**src/rtl/vend_pkg.sv**
```systemverilog
// Shared constants and helpers for the coin-operated vending controller.
package vend_pkg;

   localparam int unsigned COIN1_VAL = 1;
   localparam int unsigned COIN2_VAL = 2;
   localparam int unsigned COIN5_VAL = 5;
   localparam int unsigned MAX_ADD   = COIN1_VAL + COIN2_VAL + COIN5_VAL;
   localparam int unsigned ADD_W     = $clog2(MAX_ADD + 1);

   // Minimum credit width able to hold PRICE-1 plus the largest single-edge add.
   function automatic int unsigned credit_width(input int unsigned price);
      return $clog2(price + MAX_ADD);
   endfunction

endpackage

```
**src/rtl/vend_coin_adder.sv**
```systemverilog
// Combinational encoder turning the three coin strobes into a yuan value.
module vend_coin_adder
   import vend_pkg::*;
(
   input  logic             coin1,
   input  logic             coin2,
   input  logic             coin5,
   output logic [ADD_W-1:0] add
);

   // Simultaneous strobes are summed rather than prioritised.
   always_comb begin
      add = '0;
      if (coin1) add = add + ADD_W'(COIN1_VAL);
      if (coin2) add = add + ADD_W'(COIN2_VAL);
      if (coin5) add = add + ADD_W'(COIN5_VAL);
   end

endmodule

```
**src/rtl/vlg_design_vending.sv**
```systemverilog
// Vending controller top: credit register, price compare and the done pulse.
// Build option VEND_CARRY_CREDIT_EN keeps excess credit after a purchase.
module vlg_design_vending
   import vend_pkg::*;
#(
   parameter int unsigned PRICE = 5,
   parameter int unsigned CW    = 6
) (
   input  logic i_clk,
   input  logic i_rst_n,
   input  logic i_1yuan,
   input  logic i_2yuan,
   input  logic i_5yuan,
   output logic o_done
);

   logic [ADD_W-1:0] add;
   logic [CW-1:0]    credit;
   logic [CW-1:0]    credit_nxt;
   logic [CW-1:0]    sum;
   logic             dispense;

   vend_coin_adder u_coin_adder (
      .coin1 (i_1yuan),
      .coin2 (i_2yuan),
      .coin5 (i_5yuan),
      .add   (add)
   );

   // Credit register doubles as the IDLE/COLLECT state; at most one item per edge.
   always_comb begin
      sum        = credit + CW'(add);
      dispense   = (sum >= CW'(PRICE));
      credit_nxt = sum;
      if (dispense) begin
`ifdef VEND_CARRY_CREDIT_EN
         credit_nxt = sum - CW'(PRICE);
`else
         credit_nxt = '0;
`endif
      end
   end

   always_ff @(posedge i_clk) begin
      if (!i_rst_n) begin
         credit <= '0;
         o_done <= 1'b0;
      end else begin
         credit <= credit_nxt;
         o_done <= dispense;
      end
   end

endmodule

```
**config.mk**
```make
export PLATFORM = sky130hd
export DESIGN_NAME = vlg_design_vending
export DESIGN_NICKNAME = d
export VERILOG_FILES = /design/src/rtl/vend_pkg.sv /design/src/rtl/vend_coin_adder.sv /design/src/rtl/vlg_design_vending.sv
export SDC_FILE = /design/constraint.sdc
export NUM_CORES = 1
export LEC_CHECK = 0
export ABC_AREA = 0
export BUFFER_PORTS_ARGS = -buffer_cell sky130_fd_sc_hd__buf_2
export CORE_AREA = 8 8 45 47
export CTS_CLUSTER_SIZE = 14
export DETAILED_ROUTE_END_ITERATION = 16
export DIE_AREA = 0 0 53 55
export GPL_TIMING_DRIVEN = 1
export SETUP_SLACK_MARGIN = 0.2
export SLEW_MARGIN = 20
export SYNTH_ARGS = -nofsm -noshare
export SYNTH_HDL_FRONTEND = slang
export SYNTH_HIERARCHICAL = 1
export SYNTH_SLANG_ARGS = --single-unit
```
**constraint.sdc**
```tcl
create_clock -name i_clk -period 2.8 [get_ports i_clk]
set_input_delay 0.14 -clock i_clk [delete_from_list [all_inputs] [get_ports i_clk]]
set_output_delay 0.14 -clock i_clk [all_outputs]
set_load 0.01 [all_outputs]
```
# --- After elaboration in Yosys (flattened, before gate mapping) ---
# Index checks and enable logic that the tools add are counted.
totals:
  reg_bits: 7
  elab_cells: 11
  out_inout_bits: 1
op_classes:
  bitwise: 1
  n_lt_le_gt_ge: 1
  n_addsub: 3
  reduce_logical: 1
  mux: 3
ops:
  columns: ["cell", "count"]
  rows:
  - ["$mux W4", 2]
  - ["$add A6 B4 Y6", 1]
  - ["$ge A6 B3 Y1 const B", 1]
  - ["$add A4 B3 Y4 const B", 1]
  - ["$add A1 B2 Y3 const B", 1]
  - ["$reduce_or A2 Y1", 1]
  - ["$mux W1", 1]
  - ["$not A1 Y1", 1]

# --- Longest topological paths before layout ---
logic_depth:
  word_depth: 8
  depth_mapped: 8
  ltp_nobuf: 8

# --- By module ---
# Netlist, hierarchy kept.
modules_own_cells:
  columns: ["module", "cells_each", "n_inst", "area_per_inst_um2"]
  rows:
  - ["vlg_design_vending", 48, 1, 461.7]
  - ["vend_coin_adder", 5, 1, 48.8]

# --- Worst setup path after synthesis ---
# No wires, ideal clock.
synth_path:
  path_type: "input port to flip-flop"
  startpoint: "in i_1yuan"
  endpoint: "reg credit[1]"
  setup_slack_ns: 0.817
  required_time_ns: 2.700
  path_stages: 8
  t_arrival_ns: 1.884
  setup_time_ns: 0.100
  path_cell_list: "ha_1 -> mux2_4 -> inv_1 -> fa_1 -> inv_1 -> o21ai_0 -> nand2_1 -> a2111oi_4"
synth_via:
  elab_chain_cells: 8
synth_lines:
  columns: ["item", "line_no", "text"]
  rows:
  - ["start: declaration", "vlg_design_vending.sv:11", "input logic i_1yuan,"]
  - ["$mux W1 *", "vend_coin_adder.sv:14", "if (coin1) add = add + ADD_W'(COIN1_VAL);"]
  - ["$add A1 B2 Y3", "vend_coin_adder.sv:15", "if (coin2) add = add + ADD_W'(COIN2_VAL);"]
  - ["$mux W4 *", "vend_coin_adder.sv:15", null]
  - ["$add A4 B3 Y4", "vend_coin_adder.sv:16", "if (coin5) add = add + ADD_W'(COIN5_VAL);"]
  - ["$mux W4 *", "vend_coin_adder.sv:16", null]
  - ["via add[1]", "vlg_design_vending.sv:17", "logic [ADD_W-1:0] add;"]
  - ["$add A6 B4 Y6 *", "vlg_design_vending.sv:32", "sum = credit + CW'(add);"]
  - ["$ge A6 B3 Y1", "vlg_design_vending.sv:33", "dispense = (sum >= CW'(PRICE));"]
  - ["$reduce_or A2 Y1 (no line)", null, null]
  - ["end signal: assignment", "vlg_design_vending.sv:49", "credit <= credit_nxt;"]
  - ["end: declaration", "vlg_design_vending.sv:18", "logic [CW-1:0] credit;"]
# Mark *: on every way through the listed nets, which the timed path passes. The rest lies on a longest branch.
# A chain may end at the register's enable or synchronous reset.

# --- Final worst setup path ---
layout_path:
  startpoint: "reg credit[0]"
  endpoint: "reg credit[1]"
layout_via:
  elab_chain_cells: 3
layout_lines:
  columns: ["item", "line_no"]
  rows:
  - ["$add A6 B4 Y6 *", "vlg_design_vending.sv:32"]
  - ["$ge A6 B3 Y1", "vlg_design_vending.sv:33"]
  - ["$reduce_or A2 Y1 (no line)", null]
# Mark *: on every way between the ends. The rest lies on a longest branch, timed or not.

==> run_results.csv <==
group,metric,value,unit
run_status,status,"complete, no violations",
place,dpl.cell_count,76,
pwr,internal_power,183,uW
routing,routed_wl,914,um
pwr,power.total,253,uW
critical_path,crit_path_max_fanout,4,
global_routing,grt_pass1_vias,423,
cells_and_area,layout-drive-gt1-share,0.219,
global_routing,track_usage,0.0826,
cells_and_area,final.fill_count,141,
critical_path,endpoint_kind,"flip-flop",
critical_path,worstRegToRegCells,7,
clock_network,root_buffer,"clkbuf_4",
place,place_area,563,um2
floorplanning,start_util,0.369,
yosys,ys_seq_area_frac,0.275,
floorplanning,die_area,2920,um2
cells_and_area,fin_area,589,um2
routing,first_iter_violations,2,
worst_hold_path,hp-class,"in2reg",
sta,setup_violations,0,
sta,layout_min_cycle_time,2.01,ns
place,numPortBuffers,5,
sta,fin_crit_sh,0.720,
pwr,seqPwrFrac,0.425,
yosys,synth_area_per_cell,9.63,um2
pwr,clkPwrFrac,0.359,
yosys,syn_inst,53,
cells_and_area,final_common_cell,"dfxtp_1",
clock_network,clock_latency,0.25,ns
pwr,combPwrFrac,0.216,
pwr,p_sw,69.5,uW
sta,finClkSkew,0.000260,ns
yosys,yosysWarnings,6,
global_routing,antenna_found_initial,0,
routing,ant_nets,0,
pwr,leakagePower,0.241,nW
pwr,netSwitchingFraction,0.275,
cells_and_area,final_cell_mix,"dfxtp_1, inv_1, ha_1, buf_2",
yosys,synth_edf_count,0,
floorplanning,ios,6,
critical_path,ff2ff_setup_slack,0.79,ns
clock_network,holdBufCountCts,0,
clock_network,cts_resized,0,
place,dp_hpwl,748,um
sta,tns,0,ns
floorplanning,rows,14,
yosys,synth-main-ff-cell,"dfxtp_1",
yosys,yosysTopAreaCellShare,0.275,
clock_network,cts.sinks,7,
clock_network,cts_buffer_depth,2,
floorplanning,coreArea,1380,um2
clock_network,cts_tree,"done",
global_routing,grt_pass1_wl,1730,um
critical_path,crit_required,2.96,ns
critical_path,cp-startpoint,"credit[0]",
global_routing,gr-total-overflow,0,
yosys,syn_area,510,um2
pwr,pwr_density_cell,429,nW/um2
sta,drv_slew,0,
clock_network,htreeDepth,1,
yosys,async_flop_share,0,
critical_path,critPathKind,"reg2reg",
cells_and_area,diodes,0,
critical_path,cp-endpoint,"credit[1]",
yosys,synthTopCellsByArea,"dfxtp_1, ha_1, a2111oi_4",
cells_and_area,fin_cells,80,
cells_and_area,syn2layout_area_growth,15.4,%
clock_network,path_clk_slew,0.05,ns
run,drv_cap,0,
place,gp_congestion,0.717,
critical_path,startpoint_type,"flip-flop",
floorplanning,dieWidth,53,um
sta,fmax,496,MHz
clock_network,cts-buffers-inserted,3,
sta,rsz0062_at_grt,"false",
yosys,yosys.area.top_type,"dfxtp_1",
yosys,ys_ff_latch,7,
clock_network,post-cts-setup-buffers,0,
pwr,peakVddDrop,0.000256,V
routing,via_per_inst,5.28,
critical_path,regToRegStartpoint,"credit[0]",
global_routing,grt_max_degree,7,
routing,first_pass_iters,4,
critical_path,arrival,2.17,ns
routing,post_drt_wl_per_cell,11.4,um
routing,drcViolationCount,0,
yosys,yosys.cell_types.count,29,
floorplanning,fp.dieH,55,um
routing,num_vias,422,
sta,hold_viol,0,
critical_path,r2r-end,"credit[1]",
cells_and_area,layout.nets,76,
==> power by group through the flow <==
stage,clock network (mW),logic (mW),registers (mW)
after floorplan,0,0.0406,0.110
after global placement,0,0.0539,0.109
after detailed placement,0,0.0542,0.109
after CTS,0.0955,0.0548,0.107
after global routing,0.101,0.0624,0.108
final,0.0907,0.0547,0.107
==> flip-flops by register name (all words and copies together) (netlist names) <==
register	flops
o_done	1
credit	6
==> cells by family after synthesis <==
logic type,synth area share
flip-flops,0.275
AO/OA/AOI/OAI,0.233
XOR/XNOR,0.0515
multiplexers,0.0294
adder cells (fa/ha/maj),0.162
AND/OR/NAND/NOR,0.206
buffers and inverters,0.0368
other,0.00735
==> Yosys cell counts, types with 2 or more instances <==
| master | instances |
|---|---|
| nor2b_1 | 2 |
| nand2_1 | 2 |
| a211oi_1 | 3 |
| nand3_1 | 3 |
| nor2_1 | 3 |
| xor2_1 | 2 |
| dfxtp_1 | 7 |
| inv_1 | 5 |
| ha_1 | 5 |
| or3b_1 | 2 |
==> cell type report <==
type	instances	area, um2	share of cell area
multi-input combinational	43	359	0.609
sequential	7	140	0.238
clock buffer	4	26.3	0.0446
timing repair buffer	5	25.0	0.0425
tap	16	20.0	0.0340
inverter	5	18.8	0.0318
==> critical path, cell delays in order (launching register included) <==
cell	delay, ns
dfxtp_1	0.31
ha_1	0.19
inv_1	0.07
fa_1	0.55
inv_1	0.05
o21ai_0	0.32
nand2_1	0.16
a2111oi_4	0.27
==> metal layers <==
metal	up-vias	global-route usage	routed length (um)
met3	5	0.0241	29
li1	215	-	-
met2	9	0.135	451
met1	193	0.0838	392
met4	0	0.0776	41
met5	-	0	0
==> through the flow <==
| step | worst slack (ns) | hold slack, ns | utilization |
|---|---|---|---|
| after CTS | 0.779 | 0.155 | 0.426 |
| after global placement | 0.600 | 0.422 | 0.407 |
| after global routing | 0.609 | 0.170 | 0.426 |
| final | 0.785 | 0.164 | 0.426 |
| after floorplan | 0.817 | 0.273 | - |
| after detailed placement | 0.599 | 0.427 | 0.407 |
==> worst min path at each step <==
| stage | start | endpoint | slack, ns | cells after the start |
|---|---|---|---|---|
| final | i_rst_n | credit[2] | 0.16 | 3 |
| after global routing | i_rst_n | credit[2] | 0.17 | 3 |
| after CTS | i_rst_n | credit[2] | 0.16 | 3 |
| after detailed placement | i_rst_n | credit[2] | 0.43 | 3 |
| after global placement | i_rst_n | credit[2] | 0.42 | 3 |
| after floorplan | i_rst_n | credit[2] | 0.27 | 2 |
Power figures use the tool's default switching activity.
